<file path="src/rtl/axi4_burst_master.sv">
// AXI4 master bridging a simple request/response client to single-beat writes
// and incrementing read bursts, with one request outstanding at a time.
module axi4_burst_master (
  input  logic        clock,
  input  logic        reset,
  input  logic        req_valid,
  output logic        req_ready,
  input  logic        req_write,
  input  logic [31:0] req_addr,
  input  logic [7:0]  req_len,
  input  logic [31:0] req_wdata,
  input  logic [3:0]  req_wstrb,
  output logic        rsp_valid,
  output logic [31:0] rsp_data,
  output logic        rsp_last,
  output logic        rsp_err,
  output logic        awvalid,
  input  logic        awready,
  output logic [31:0] awaddr,
  output logic        wvalid,
  input  logic        wready,
  output logic [31:0] wdata,
  output logic [3:0]  wstrb,
  input  logic        bvalid,
  output logic        bready,
  input  logic [1:0]  bresp,
  output logic        arvalid,
  input  logic        arready,
  output logic [31:0] araddr,
  output logic [7:0]  arlen,
  input  logic        rvalid,
  output logic        rready,
  input  logic [31:0] rdata,
  input  logic [1:0]  rresp,
  input  logic        rlast
);

  typedef enum logic [2:0] {
    S_IDLE = 3'd0,
    S_AR   = 3'd1,
    S_R    = 3'd2,
    S_AW_W = 3'd3,
    S_B    = 3'd4
  } state_t;

  state_t      state_r, state_s;
  logic [31:0] addr_r, wdata_r;
  logic [7:0]  len_r, beat_cnt_r;
  logic [3:0]  wstrb_r;
  logic        aw_done_r, w_done_r;
  logic        rsp_valid_r, rsp_last_r, rsp_err_r;
  logic [31:0] rsp_data_r;

  logic        accept_s, ar_hs_s, r_hs_s, aw_hs_s, w_hs_s, b_hs_s;
  logic        cnt_last_s, aw_all_s, w_all_s;
  logic        rsp_valid_s, rsp_last_s, rsp_err_s;
  logic [31:0] rsp_data_s;

  // Every AXI output is a flop or a decode of flops, never an AXI input.
  assign req_ready = (state_r == S_IDLE);
  assign arvalid   = (state_r == S_AR);
  assign rready    = (state_r == S_R);
  assign awvalid   = (state_r == S_AW_W) && !aw_done_r;
  assign wvalid    = (state_r == S_AW_W) && !w_done_r;
  assign bready    = (state_r == S_B);
  assign araddr    = addr_r;
  assign awaddr    = addr_r;
  assign arlen     = len_r;
  assign wdata     = wdata_r;
  assign wstrb     = wstrb_r;
  assign rsp_valid = rsp_valid_r;
  assign rsp_data  = rsp_data_r;
  assign rsp_last  = rsp_last_r;
  assign rsp_err   = rsp_err_r;

  assign accept_s   = req_valid && req_ready;
  assign ar_hs_s    = arvalid && arready;
  assign r_hs_s     = rvalid && rready;
  assign aw_hs_s    = awvalid && awready;
  assign w_hs_s     = wvalid && wready;
  assign b_hs_s     = bvalid && bready;
  assign cnt_last_s = (beat_cnt_r == len_r);
  assign aw_all_s   = aw_done_r || aw_hs_s;
  assign w_all_s    = w_done_r || w_hs_s;

  // Next-state and response decode.
  always_comb begin
    state_s     = state_r;
    rsp_valid_s = 1'b0;
    rsp_data_s  = 32'h0000_0000;
    rsp_last_s  = 1'b0;
    rsp_err_s   = 1'b0;
    case (state_r)
      S_IDLE: begin
        if (accept_s) begin
          if (req_write) state_s = S_AW_W;
          else           state_s = S_AR;
        end else begin
          state_s = S_IDLE;
        end
      end
      S_AR: begin
        if (ar_hs_s) state_s = S_R;
        else         state_s = S_AR;
      end
      S_R: begin
        if (r_hs_s) begin
          rsp_valid_s = 1'b1;
          rsp_data_s  = rdata;
          rsp_last_s  = cnt_last_s;
          // The counter defines the burst end; a disagreeing rlast is flagged.
          rsp_err_s   = (rresp != 2'b00) || (rlast != cnt_last_s);
          if (rlast || cnt_last_s) state_s = S_IDLE;
          else                     state_s = S_R;
        end else begin
          state_s = S_R;
        end
      end
      S_AW_W: begin
        if (aw_all_s && w_all_s) state_s = S_B;
        else                     state_s = S_AW_W;
      end
      S_B: begin
        if (b_hs_s) begin
          rsp_valid_s = 1'b1;
          rsp_last_s  = 1'b1;
          rsp_err_s   = (bresp != 2'b00);
          state_s     = S_IDLE;
        end else begin
          state_s = S_B;
        end
      end
      default: state_s = S_IDLE;
    endcase
  end

  // State register.
  always_ff @(posedge clock) begin
    if (!reset) state_r <= S_IDLE;
    else        state_r <= state_s;
  end

  // Registered request fields.
  always_ff @(posedge clock) begin
    if (!reset) begin
      addr_r  <= 32'h0000_0000;
      len_r   <= 8'd0;
      wdata_r <= 32'h0000_0000;
      wstrb_r <= 4'h0;
    end else if (accept_s) begin
      addr_r  <= req_addr;
      len_r   <= req_len;
      wdata_r <= req_wdata;
      wstrb_r <= req_wstrb;
    end
  end

  // Beat counter and per-channel write handshake tracking.
  always_ff @(posedge clock) begin
    if (!reset) begin
      beat_cnt_r <= 8'd0;
      aw_done_r  <= 1'b0;
      w_done_r   <= 1'b0;
    end else if (accept_s) begin
      beat_cnt_r <= 8'd0;
      aw_done_r  <= 1'b0;
      w_done_r   <= 1'b0;
    end else begin
      if (r_hs_s)  beat_cnt_r <= beat_cnt_r + 8'd1;
      if (aw_hs_s) aw_done_r  <= 1'b1;
      if (w_hs_s)  w_done_r   <= 1'b1;
    end
  end

  // Response registers; rsp_valid is a one-cycle pulse.
  always_ff @(posedge clock) begin
    if (!reset) begin
      rsp_valid_r <= 1'b0;
      rsp_data_r  <= 32'h0000_0000;
      rsp_last_r  <= 1'b0;
      rsp_err_r   <= 1'b0;
    end else begin
      rsp_valid_r <= rsp_valid_s;
      rsp_data_r  <= rsp_data_s;
      rsp_last_r  <= rsp_last_s;
      rsp_err_r   <= rsp_err_s;
    end
  end

endmodule

</file>
<file path="config.mk">
export PLATFORM = sky130hd
export DESIGN_NAME = axi4_burst_master
export DESIGN_NICKNAME = d
export VERILOG_FILES = /design/src/rtl/axi4_burst_master.sv
export SDC_FILE = /design/constraint.sdc
export NUM_CORES = 1
export LEC_CHECK = 0
export CAP_MARGIN = 15
export CORE_MARGIN = 3
export CORE_UTILIZATION = 41
export DETAILED_ROUTE_END_ITERATION = 16
export PLACE_DENSITY = 0.88
export SLEW_MARGIN = 0
export SYNTH_ARGS = -nofsm -noshare
export SYNTH_HDL_FRONTEND = slang
export SYNTH_SLANG_ARGS = --single-unit
</file>
<file path="constraint.sdc">
create_clock -name clock -period 3.9 [get_ports clock]
set_input_delay 0.39 -clock clock [delete_from_list [all_inputs] [get_ports clock]]
set_output_delay 0.39 -clock clock [all_outputs]
set_load 0.1 [all_outputs]
</file>
; Word level (Yosys, flattened, before mapping)
; Index checks and enable logic that the tools add are counted.
[classes]
bitwise_logic = 1
shift = 0
eq_ne = 6
n_reduce_logical = 20
n_lt_le_gt_ge = 0
muxes = 16
div_mod_pow = 0
multipliers = 0
addsub = 1
[op_table]
columns = operator, count
row1 = one-hot mux 3 bit (5 select lines), 1
row2 = two-way mux 3 bit, 4
row3 = logical AND 1 bit, 9
row4 = "adder 8 x 1 -> 8 bit, second input constant", 1
row5 = == test 8 bit, 1
row6 = "== test 3 x 2 -> 1 bit, second input constant", 2
row7 = two-way mux 2 bit, 3
row8 = one-hot mux 1 bit (2 select lines), 3
row9 = two-way mux 1 bit, 5
row10 = logical OR 1 bit, 4
row11 = nonzero test 2 bit, 2
row12 = "== test 3 x 1 -> 1 bit, second input constant", 1
row13 = "== test 3 bit, second input constant", 1
row14 = logical NOT 3 bit, 1
row15 = AND reduction 3 bit, 1
row16 = logical NOT 1 bit, 2
row17 = OR reduction 2 bit, 1
row18 = != test 1 bit, 1
row19 = inverter 1 bit, 1
[totals]
memories = 0
ram_bits = 0
inputBits = 122
latchBits = 0
word_cells = 56
ff_bits = 124
romBits = 0

; Depth between registers and ports, before layout
[logic_depth]
ltp_word = 7
ltp_mapped = 8
mapped_depth_nobuf = 8

; Worst setup path after synthesis
; Ideal clock, no wire load.
[synth_path]
path_kind = register -> output
from = reg state_r[1]
to = out rready
path_stages_with_launch = 3
t_arrival_ns = 2.851
required_ns = 3.510
slack_ns = 0.659
path_cell_list = dfxtp_1 > buf_2 > nor3b_1
[synth_between]
elab_chain_cells = 1
[synth_lines]
columns = element, line_no
row1 = "start, declared", 46  ; state_t state_r, state_s;
row2 = "start signal, assigned", 140  ; else state_r <= state_s;
row3 = == test 3 x 2 -> 1 bit, 62  ; assign rready = (state_r == S_R);
row4 = "end, declared", 32  ; output logic rready,
; No other way between the ends.

; Worst setup path in the final report
[layout_path]
from = reg state_r[2]
to = out bready
[layout_between]
elab_chain_cells = 1
[layout_lines]
columns = element, line_no
row1 = == test 3 bit, 65  ; assign bready = (state_r == S_B);
row2 = "end, declared", 25  ; output logic bready,
; No other way between the ends.

==> summary.txt <==
TIMING
------------------------------------------------------------------------------
Share of the cycle needed by the critical path after routing             0.753
Achievable clock frequency                                             340 MHz
Worst slew pin tran                                                    1.02 ns
Final number of setup-violating endpoints                                    0
Setup repair after global routing missed its margin                      false
Crit path time final                                                   2.94 ns
Final Hold Vio Count                                                         0
Worst Slack Setup Final                                               0.962 ns
Count of pins over their slew limit                                          0
Max-slew headroom at the worst pin                                       0.319
Final Skew                                                          0.00899 ns
Setup TNS Final                                                           0 ns

GLOBAL ROUTING
------------------------------------------------------------------------------
Largest net degree at the start of global routing                           62
Gr usage total                                                           0.218
Vias in the first global route                                            4374
Global-route wire length before repair                                22500 um
Initial antenna violation count                                              0
Remaining Overflow, GRT                                                      0

SYNTHESIS
------------------------------------------------------------------------------
EDFF count, synth                                                            0
Post-synth ARST share                                                        0
Number of warnings reported in the yosys synthesis log                       0
Instance count of the mapped netlist                                       533
Net count of the mapped netlist                                            657
Most used DFF post-synth                                          sky130_fd_sc_hd__dfxtp_1
Synth Register Bits                                                        124
Post-Synthesis Mean Instance Area                                    8.98 um^2
Fraction of the yosys area taken by sequential cells                     0.519
Post-synthesis instance area                                         4780 um^2
Distinct cell type count of the synthesized netlist                         36

STATUS
------------------------------------------------------------------------------
Outcome                                                           finished, final reports clean

DRT
------------------------------------------------------------------------------
Total number of vias                                                      4451
Antenna Violating Nets Remaining                                             0
Number of DRC violations after detailed routing                              0
Mean number of vias per cell                                              4.89
Drt total wl                                                          14400 um
Number of iterations in the first detailed-routing pass                      4
Routed length per placed instance                                      15.8 um
Detailed router's first-iteration violation count                          245

SETUP PATH
------------------------------------------------------------------------------
Register-to-Register Setup Slack                                       1.62 ns
Crit path launch                                                  state_r[2]$_SDFF_PN0_
Critical-path cell with the highest stage delay                   sky130_fd_sc_hd__clkdlybuf4s50_1
Cell-by-cell listing of the critical path                         nor3b_2, clkdlybuf4s50_1
Critical Path AT                                                       2.55 ns
Setup CP Type                                                       reg -> out
Biggest fanout along the worst timing path                                  14
Worst flop-to-flop path endpoint                                  araddr[8]$_SDFFE_PN0N_
CP Capture Type                                                     output pin
Number of cells on the worst reg-to-reg path                                 5
Worst flop-to-flop path startpoint                                state_r[2]$_SDFF_PN0_
Required time at the endpoint of the critical path                     3.51 ns
Category of the worst setup path launch point                         register
Highest cell delay on the worst timing path                            1.21 ns

PLACED DESIGN
------------------------------------------------------------------------------
Number of buffers added on ports                                           270
DP Wirelength                                                         10800 um
Setup slack after placement                                            1.39 ns
Dpl cell area                                                        7260 um^2
Final Wtd Congestion                                                     0.823

POWER AND IR DROP
------------------------------------------------------------------------------
Leakage power total                                                    3.10 nW
Largest vdd supply drop                                               0.304 mV
PnR Total Power                                                        4.33 mW
P per Cell Area                                                    549 nW/um^2

CLOCKING
------------------------------------------------------------------------------
Insertion delay of the later-clocked pin in the worst-skew pair        0.40 ns
Cts hold-fix bufs                                                            0
Htree depth                                                                  4
Post_cts resized                                                             0
Clock transition at path regs                                          0.05 ns
TritonCTS clock tree                                                      done
Max clock buf depth                                                          2
Inserted Clock Buffers                                                      17
Clock sinks                                                                124
Post-CTS Setup Bufs                                                          0
Clk root buf                                                      sky130_fd_sc_hd__clkbuf_16

FLOORPLAN
------------------------------------------------------------------------------
Overall die width                                                       114 um
Ports                                                                      271
Die ar.                                                             13000 um^2
Initial Utilization                                                      0.430
Number of rows in the core area                                             38
Y dimension of the die                                                  114 um
Area of the core region                                             11100 um^2

LAYOUT
------------------------------------------------------------------------------
Ant diodes                                                                   0
NumNets Final                                                              882
Area occupied by multi-input gates                                   1870 um^2
Fill cell total of the finished layout                                     795
Non-Filler Cell Area, Final                                          7880 um^2
Fraction of final layout cells sized beyond drive strength 1            0.0545
Sequential standard cell area                                        2480 um^2
Area delta synth->final                                                  64.7%

MIN PATH
------------------------------------------------------------------------------
Worst hold path depth                                                        2
Launch instance of the worst min-delay path                       wdata[7]$_SDFFE_PN0N_
Hold EP                                                           wdata[7]$_SDFFE_PN0N_
Class of the tightest hold or removal check                         reg -> reg

JOB
------------------------------------------------------------------------------
Maxcap violations                                                            0

==> area by class of cell <==
type	count	area share
Multi-Input combinational cell	340	0.238
Clock inverter	13	0.0211
Clock buffer	19	0.0575
Inverter	1	0.000476
Timing Repair Buffer	274	0.346
Tap cell	140	0.0222
Sequential cell	124	0.315
==> Yosys cell counts, types with 2 or more instances <==
library cell | instances | share of area
sky130_fd_sc_hd__nand2_1 | 162 | 0.13
sky130_fd_sc_hd__dfxtp_1 | 124 | 0.52
sky130_fd_sc_hd__a21boi_0 | 47 | 0.074
sky130_fd_sc_hd__and3_1 | 34 | 0.044
sky130_fd_sc_hd__buf_4 | 33 | 0.052
sky130_fd_sc_hd__a21boi_1 | 30 | 0.047
sky130_fd_sc_hd__clkbuf_1 | 19 | 0.015
sky130_fd_sc_hd__xor2_1 | 14 | 0.026
sky130_fd_sc_hd__nor2_1 | 13 | 0.010
sky130_fd_sc_hd__buf_2 | 10 | 0.010
sky130_fd_sc_hd__buf_6 | 5 | 0.012
sky130_fd_sc_hd__nand4_1 | 5 | 0.0065
sky130_fd_sc_hd__a21oi_1 | 4 | 0.0042
sky130_fd_sc_hd__nand3b_1 | 3 | 0.0047
sky130_fd_sc_hd__o21ai_0 | 3 | 0.0031
sky130_fd_sc_hd__and2_1 | 2 | 0.0026
sky130_fd_sc_hd__ha_1 | 2 | 0.0052
sky130_fd_sc_hd__nand2b_1 | 2 | 0.0026
sky130_fd_sc_hd__nor3b_1 | 2 | 0.0031
sky130_fd_sc_hd__nor4_1 | 2 | 0.0026
sky130_fd_sc_hd__o211ai_1 | 2 | 0.0031
==> worst max-delay path by stage <==
stage	endpoint	slack, ns
after global placement	bready	1.42
after detailed placement	bready	1.39
after global routing	bready	0.83
after CTS	bready	0.95
final	bready	0.96
after floorplan	rready	0.66
==> placed cells by master (no fill, tap or decap), drive strengths merged <==
master,n
mux2i,1
nand4,5
a21boi,77
nand2b,2
nor4,2
nand2,162
clkinvlp,3
clkdlybuf4s50,269
ha,2
inv,2
dfxtp,124
o21ai,3
clkinv,6
nor2b,1
nand3b,3
buf,5
o31ai,1
xnor2,1
o211ai,2
o22ai,1
and3b,1
and4bb,1
nor3b,3
a31oi,1
xor2,14
bufinv,3
nor2,13
a221oi,1
and3,34
a21o,1
or3,1
and2,2
clkbuf,19
nor3,1
a21oi,4
==> stage by stage <==
| step | util | hold slack, ns | cells |
|---|---|---|---|
| floorplan | - | 0.453 | 533 |
| detailed placement | 0.653 | 0.444 | 879 |
| finish | 0.708 | 0.449 | 911 |
| global route | 0.708 | 0.482 | 911 |
| global placement | 0.653 | 0.441 | 879 |
| CTS | 0.708 | 0.452 | 911 |
==> critical path: cells and delay by family, from the launching register on <==
family	cells	cell delay [ns]
buf+inv	1	1.21
simple gates	1	0.35
flops	1	0.59
==> flip-flops by register name, indices dropped and copies added (netlist names), 3 cells and up <==
signal      cells
wdata          32
arlen           8
beat_cnt_r      8
rsp_data       32
state_r         3
wstrb           4
araddr         32
==> report_power, final <==
part / leakage (nW) / switching [mW] / internal [mW]
Sequential: 1.01 / 0.0583 / 1.34
Combinational: 1.80 / 0.977 / 0.348
Clock: 0.296 / 0.558 / 1.04
Total: 3.10 / 1.59 / 2.73
==> cell families (layout without fill, tap and decap cells) <==
kind of cell    after synthesis  in the layout  synth area share
simple gates                231            231             0.217
xor+xnor                     15             15            0.0275
fa+ha+maj                     2              2           0.00523
buf+inv                      69            307            0.0905
mux                           1              1           0.00209
flops                       124            124             0.519
compound gates               91             91             0.139
==> routing by layer <==
layer | global-route usage | vias to the layer above | part of all wire
li1 | - | 2165 | -
met4 | 0.0982 | 0 | 0.027
met5 | 0 | - | 0
met1 | 0.238 | 2083 | 0.38
met2 | 0.395 | 171 | 0.53
met3 | 0.0562 | 32 | 0.065
Note: power is estimated with default switching activity, not from simulation.
